File: src/rtl/sseg_pkg.sv
// Shared definitions for the seven-segment scan decoder.
//   NUM_DIG      : number of multiplexed digits on the display
//   GLYPH_TABLE  : active-low g..a pattern for each hex value 0..F
//   frame_state_t: frame assembly FSM states
//   single_low   : true when exactly one digit enable is asserted (low)
//   low_index    : index of the asserted (low) digit enable
package sseg_pkg;

  localparam int unsigned NUM_DIG   = 4;
  localparam int unsigned DIG_W     = 2;
  localparam int unsigned NUM_GLYPH = 16;
  localparam int unsigned SEG_W     = 7;

  // Index is the nibble value; entries are active-low segments g..a.
  localparam logic [SEG_W-1:0] GLYPH_TABLE [NUM_GLYPH] = '{
    7'b1000000,  // 0
    7'b1111001,  // 1
    7'b0100100,  // 2
    7'b0110000,  // 3
    7'b0011001,  // 4
    7'b0010010,  // 5
    7'b0000010,  // 6
    7'b1111000,  // 7
    7'b0000000,  // 8
    7'b0010000,  // 9
    7'b0001000,  // A
    7'b0000011,  // b
    7'b1000110,  // C
    7'b0100001,  // d
    7'b0000110,  // E
    7'b0001110   // F
  };

  typedef enum logic {
    COLLECT = 1'b0,
    PUBLISH = 1'b1
  } frame_state_t;

  function automatic logic single_low(input logic [NUM_DIG-1:0] en);
    int unsigned lows;
    lows = 0;
    for (int unsigned i = 0; i < NUM_DIG; i++) begin
      if (!en[i]) lows++;
    end
    return (lows == 1);
  endfunction

  function automatic logic [DIG_W-1:0] low_index(input logic [NUM_DIG-1:0] en);
    logic [DIG_W-1:0] idx;
    idx = '0;
    for (int unsigned i = 0; i < NUM_DIG; i++) begin
      if (!en[i]) idx = i[DIG_W-1:0];
    end
    return idx;
  endfunction

endpackage

File: src/rtl/sseg_pattern_decode.sv
// Combinational inverse of the hex glyph table.
//   pattern : active-low segments g..a
//   nibble  : decoded hex value (0 when no glyph matches)
//   hit     : high when pattern is exactly one of the 16 hex glyphs
module sseg_pattern_decode
  import sseg_pkg::*;
(
  input  logic [SEG_W-1:0] pattern,
  output logic [3:0]       nibble,
  output logic             hit
);

  always_comb begin
    nibble = '0;
    hit    = 1'b0;
    for (int unsigned g = 0; g < NUM_GLYPH; g++) begin
      if (pattern == GLYPH_TABLE[g]) begin
        nibble = g[3:0];
        hit    = 1'b1;
      end
    end
  end

endmodule

File: src/rtl/sseg_scan_decoder.sv
// Recovers the hex value shown on a time-multiplexed 4-digit seven-segment
// display by watching its active-low digit enables and segment lines.
//   clk     : system clock, all state on the rising edge
//   reset_n : asynchronous active-low reset
//   an      : active-low digit enables, an[0] is the least significant digit
//   sseg    : active-low segments, sseg[7] = dp, sseg[6:0] = g..a
//   hex     : last complete frame, digit i at hex[4i+3:4i]
//   dp      : active-high decimal points of the last complete frame
//   valid   : one-cycle pulse when hex/dp are updated
//   err     : one-cycle pulse after an accepted sample that is not a hex glyph
// STABLE_CNT (2..15) is the number of consecutive identical samples needed
// before a digit is accepted.
module sseg_scan_decoder
  import sseg_pkg::*;
#(
  parameter int unsigned STABLE_CNT = 4
) (
  input  logic                 clk,
  input  logic                 reset_n,
  input  logic [NUM_DIG-1:0]   an,
  input  logic [7:0]           sseg,
  output logic [NUM_DIG*4-1:0] hex,
  output logic [NUM_DIG-1:0]   dp,
  output logic                 valid,
  output logic                 err
);

  // The run counter holds (edges seen with this input) - 1, so the
  // STABLE_CNT-th identical edge is the one where it still reads STABLE_CNT-2.
  localparam logic [3:0] ACCEPT_AT = 4'(STABLE_CNT - 2);

  logic [NUM_DIG+7:0]   samp_q;
  logic [3:0]           run_q;
  logic [NUM_DIG*4-1:0] shadow_q;
  logic [NUM_DIG-1:0]   shadow_dp_q;
  logic [NUM_DIG-1:0]   seen_q;
  logic [NUM_DIG-1:0]   seen_d;
  frame_state_t         state_q;
  frame_state_t         state_d;

  logic [NUM_DIG+7:0]   cur;
  logic                 same;
  logic                 an_ok;
  logic                 accept;
  logic                 acc_good;
  logic                 acc_bad;
  logic                 publish;
  logic [DIG_W-1:0]     digit_idx;
  logic [3:0]           nibble;
  logic                 hit;

  assign cur       = {an, sseg};
  assign same      = (cur == samp_q);
  assign an_ok     = single_low(an);
  assign digit_idx = low_index(an);

  // Counter saturates above ACCEPT_AT, so a long stable run is accepted once.
  assign accept   = an_ok && same && (run_q == ACCEPT_AT);
  assign acc_good = accept && hit;
  assign acc_bad  = accept && !hit;

  sseg_pattern_decode u_decode (
    .pattern (sseg[SEG_W-1:0]),
    .nibble  (nibble),
    .hit     (hit)
  );

  // Input sampling and stability run
  always_ff @(posedge clk or negedge reset_n) begin
    if (!reset_n) begin
      samp_q <= '1;
      run_q  <= '0;
    end else begin
      samp_q <= cur;
      if (!an_ok || !same) begin
        run_q <= '0;
      end else if (run_q != '1) begin
        run_q <= run_q + 4'd1;
      end
    end
  end

  // Shadow frame capture; a re-captured digit overwrites its entry
  always_ff @(posedge clk or negedge reset_n) begin
    if (!reset_n) begin
      shadow_q    <= '0;
      shadow_dp_q <= '0;
    end else if (acc_good) begin
      for (int unsigned i = 0; i < NUM_DIG; i++) begin
        if (digit_idx == i[DIG_W-1:0]) begin
          shadow_q[4*i +: 4] <= nibble;
          shadow_dp_q[i]     <= ~sseg[7];
        end
      end
    end
  end

  // Seen mask: a clear from publish or a bad glyph is applied first so that
  // a good acceptance on the same edge still marks its own digit.
  always_comb begin
    seen_d = seen_q;
    if (publish || acc_bad) begin
      seen_d = '0;
    end
    if (acc_good) begin
      seen_d[digit_idx] = 1'b1;
    end
  end

  always_ff @(posedge clk or negedge reset_n) begin
    if (!reset_n) begin
      seen_q <= '0;
    end else begin
      seen_q <= seen_d;
    end
  end

  // Frame FSM
  always_ff @(posedge clk or negedge reset_n) begin
    if (!reset_n) begin
      state_q <= COLLECT;
    end else begin
      state_q <= state_d;
    end
  end

  always_comb begin
    state_d = state_q;
    publish = 1'b0;
    case (state_q)
      COLLECT: begin
        if (&seen_q) state_d = PUBLISH;
      end
      PUBLISH: begin
        publish = 1'b1;
        state_d = COLLECT;
      end
      default: state_d = COLLECT;
    endcase
  end

  // Registered outputs
  always_ff @(posedge clk or negedge reset_n) begin
    if (!reset_n) begin
      hex   <= '0;
      dp    <= '0;
      valid <= 1'b0;
      err   <= 1'b0;
    end else begin
      valid <= publish;
      err   <= acc_bad;
      if (publish) begin
        hex <= shadow_q;
        dp  <= shadow_dp_q;
      end
    end
  end

endmodule

File: config.mk
export PLATFORM = sky130hd
export DESIGN_NAME = sseg_scan_decoder
export DESIGN_NICKNAME = d
export VERILOG_FILES = /design/src/rtl/sseg_pkg.sv /design/src/rtl/sseg_pattern_decode.sv /design/src/rtl/sseg_scan_decoder.sv
export SDC_FILE = /design/constraint.sdc
export NUM_CORES = 1
export LEC_CHECK = 0
export CAP_MARGIN = 20
export CORE_MARGIN = 4
export CORE_UTILIZATION = 50
export CTS_CLUSTER_DIAMETER = 150
export DETAILED_ROUTE_END_ITERATION = 8
export MAX_ROUTING_LAYER = met4
export PLACE_DENSITY = 0.76
export REMOVE_ABC_BUFFERS = 1
export SLEW_MARGIN = 20
export SYNTH_ARGS = -nofsm -noshare
export SYNTH_HDL_FRONTEND = slang
export SYNTH_SLANG_ARGS = --single-unit
File: constraint.sdc
create_clock -name clk -period 2.23 [get_ports clk]
set_input_delay 0.223 -clock clk [delete_from_list [all_inputs] [get_ports clk]]
set_output_delay 0.223 -clock clk [all_outputs]
set_load 0.01 [all_outputs]
==> impl_metrics.csv <==
group,metric,value,unit
yosys,synth_edf_count,0,
final_layout,stdcell_count,408,
final_layout,final_area,4069,µm²
worst_setup_path,worstSetupStartpointType,"input port",
clock_network,clk_path_buf_depth,2,
sta,tightest_slew,432.1,ps
global_routing,antenna_found_initial,0,
sta,totalNegativeSetupSlack,-2006,ps
drt,wl,6.254,mm
sta,rsz0062_at_grt,"yes",
pwr,total_power,2.391,mW
global_routing,grt_max_degree,64,
yosys,synth_cell_type_count,47,
worst_setup_path,required,2450,ps
drt,firstDrtPassIters,4,
sta,fin_skew,7.202,ps
clock_network,clkTransAtPathRegs,70,ps
global_routing,grtUsageTotal,0.1880,
floorplan,die_area,7266,µm²
floorplan,fp.dieW,85.24,µm
sta,finalCritPeriodShare,1.060,
yosys,netlist_instances,253,
job,max_cap_viol_count,0,
final_layout,drive_gt1_frac,0.3899,
clock_network,htreeDepth,3,
sta,fin_ws,-132.9,ps
yosys,synth-seq-cells,63,
yosys,synth_flop_cell,"dfrtp_1",
worst_setup_path,slowest_stage,"or4_4",
sta,hold_ws,93.63,ps
final_layout,antenna_cells,0,
worst_setup_path,cp_top_family,"simple AND/OR/NAND/NOR gates",
final_layout,final_cell_mix,"dfrtp_1 (51), buf_4 (39), clkdlybuf4s50_1 (28)",
floorplan,fp.coreArea,5642,µm²
final_layout,layout.nets,350,
worst_setup_path,cpMostUsedCell,"ha_4",
sta,setup_violations,20,
global_routing,grt_overflow_total,0,
worst_setup_path,end_kind,"register",
yosys,syn_avg_cell_area,11.79,µm²
drt,drtIter0Drc,143,
clock_network,cts-root-buf,"clkbuf_8",
placement,hpwlAfterDp,4.179,mm
sta,slew_violations,0,
worst_setup_path,crit_arrival,2580,ps
floorplan,rows,27,
pwr,power_density,587.6,nW/µm²
drt,num_vias,2143,
yosys,seq_area_frac_synth,0.5336,
sta,max_freq,423.2,MHz
worst_setup_path,crit_chain,"buf_8 -> buf_6 -> ha_4 -> mux2i_4 -> ha_4 -> or3_4 -> a211oi_4 -> nand2_2 -> or4_4 -> mux2_4",
global_routing,grt_pass1_wl,10.40,mm
yosys,yosys_warnings,0,
drt,wl_per_cell,15.33,µm
yosys,netlist_area,2983,µm²
placement,dpl_worst_slack,-1127,ps
final_layout,synthToLayoutAreaGrowth,36.41,%
placement,portBuffers,35,
drt,ant_nets,0,
placement,gp_congestion,0.9327,
placement,placed_area,3667,µm²
worst_setup_path,criticalPathCategory,"in2reg",
clock_network,numCtsBuffers,9,
clock_network,insertion_delay,340,ps
drt,drt-vias-per-instance,5.252,
hold_path,hold_path_class,"in2reg",
pwr,p_leak,1.902,nW
drt,drc,0,
worst_setup_path,crit_path_max_fanout,5,
yosys,async_flop_share,1.000,
final_layout,fin_util,0.7212,
sta,relSlewSlack,0.7095,
clock_network,numClockSinks,63,
sta,period_needed,2363,ps
status,violations,"negative setup slack",
worst_setup_path,cp.buffers_inverters,2,
floorplan,start_util,0.5287,
worst_setup_path,worst_path_largest_cell_delay,490,ps
placement,dp.cells,387,
floorplan,die_h,85.24,µm
final_layout,final_common_cell,"dfrtp_1",
pwr,peakVddDrop,535.5,µV
global_routing,grt_pass1_vias,2208,
clock_network,cts_tree,"built",
status,status,"finished with violations",
floorplan,pin_count,36,
sta,hold_viol,0,
-- synthesized netlist by cell type, types with 2 or more instances --
| cell type | number | area, µm² |
|---|---|---|
| dfrtp_1 | 51 | 1276 |
| mux2_2 | 24 | 270.3 |
| nor2_1 | 17 | 63.81 |
| xnor2_1 | 15 | 131.4 |
| dfstp_2 | 12 | 315.3 |
| nand2_1 | 12 | 45.04 |
| inv_1 | 10 | 37.54 |
| nand3_1 | 9 | 45.04 |
| a21oi_1 | 8 | 40.04 |
| buf_2 | 6 | 30.03 |
| mux2_1 | 6 | 67.56 |
| mux2_4 | 6 | 90.09 |
| nand4_1 | 6 | 37.54 |
| nor3_1 | 6 | 30.03 |
| ha_1 | 5 | 62.56 |
| mux2i_1 | 5 | 50.05 |
| o21ai_0 | 5 | 25.02 |
| or4_1 | 4 | 30.03 |
| and2_1 | 3 | 18.77 |
| buf_1 | 3 | 11.26 |
| clkbuf_1 | 3 | 11.26 |
| nand2b_1 | 3 | 18.77 |
| nand3b_1 | 3 | 22.52 |
| nor2b_1 | 3 | 18.77 |
| or3_1 | 3 | 18.77 |
| a211oi_1 | 2 | 15.01 |
| and3_1 | 2 | 12.51 |
| nor3b_1 | 2 | 15.01 |
-- final cells by class --
class	instances	area [µm²]
timing repair buffer	81	721.9
inverter	10	42.54
multi-input combinational	166	1426
tap	72	90.09
clock buffer	9	123.9
sequential	63	1592
clock inverter	7	72.57
fill	388	1573
-- cell families (layout without fill, tap and decap cells) --
group                      count (synthesis)  count (layout)  synth area share
and+or+nand+nor                           80              80            0.1472
buffers and inverters                     24             107           0.03650
adders and majority gates                  5               5           0.02097
xor gates and xnor gates                  16              16           0.04698
DFF                                       63              63            0.5336
muxes                                     41              41            0.1602
AOI/OAI and AO/OA                         24              24           0.05453
-- state kept, by name, indices dropped and copies added (netlist names) --
signal / count
dp: 4
err: 1
hex: 16
run_q: 4
samp_q: 12
seen_q: 4
shadow_dp_q: 4
shadow_q: 16
state_q: 1
valid: 1
-- power by group --
group | internal, mW | switching, mW
Sequential | 1.16 | 0.00480
Combinational | 0.125 | 0.127
Clock | 0.517 | 0.455
-- routing by layer --
layer | vias to the layer above | share of wire | track usage
li1 | 1052 | - | -
met1 | 1033 | 0.45 | 0.2308
met2 | 46 | 0.49 | 0.2966
met3 | 12 | 0.042 | 0.05728
met4 | 0 | 0.024 | 0.06187
met5 | - | 0 | -
-- repair_timing --
action / in CTS / in global routing
hold buffers: 1 / 0
endpoints found under the hold margin: 51 / 0
pin swaps: 9 / 6
resized for setup: 36 / 16
setup buffers: 3 / 1
setup endpoints to repair: 24 / 21
-- path summary, 6_finish.rpt --
| path | from | end | slack (ps) | depth (start not counted) |
|---|---|---|---|---|
| min in group asynchronous | reset_n | hex[7] | 440 | 3 |
| max in group asynchronous | reset_n | samp_q[2] | 1460 | 3 |
| worst max register to register | samp_q[4] | shadow_q[14] | 50 | 6 |
| worst min register to register | shadow_q[0] | shadow_q[0] | 490 | 1 |
| worst min-delay path | an[0] | samp_q[8] | 90 | 2 |
| worst max-delay path | an[1] | shadow_q[14] | -130 | 10 |
(Power assumes the default switching activity.)
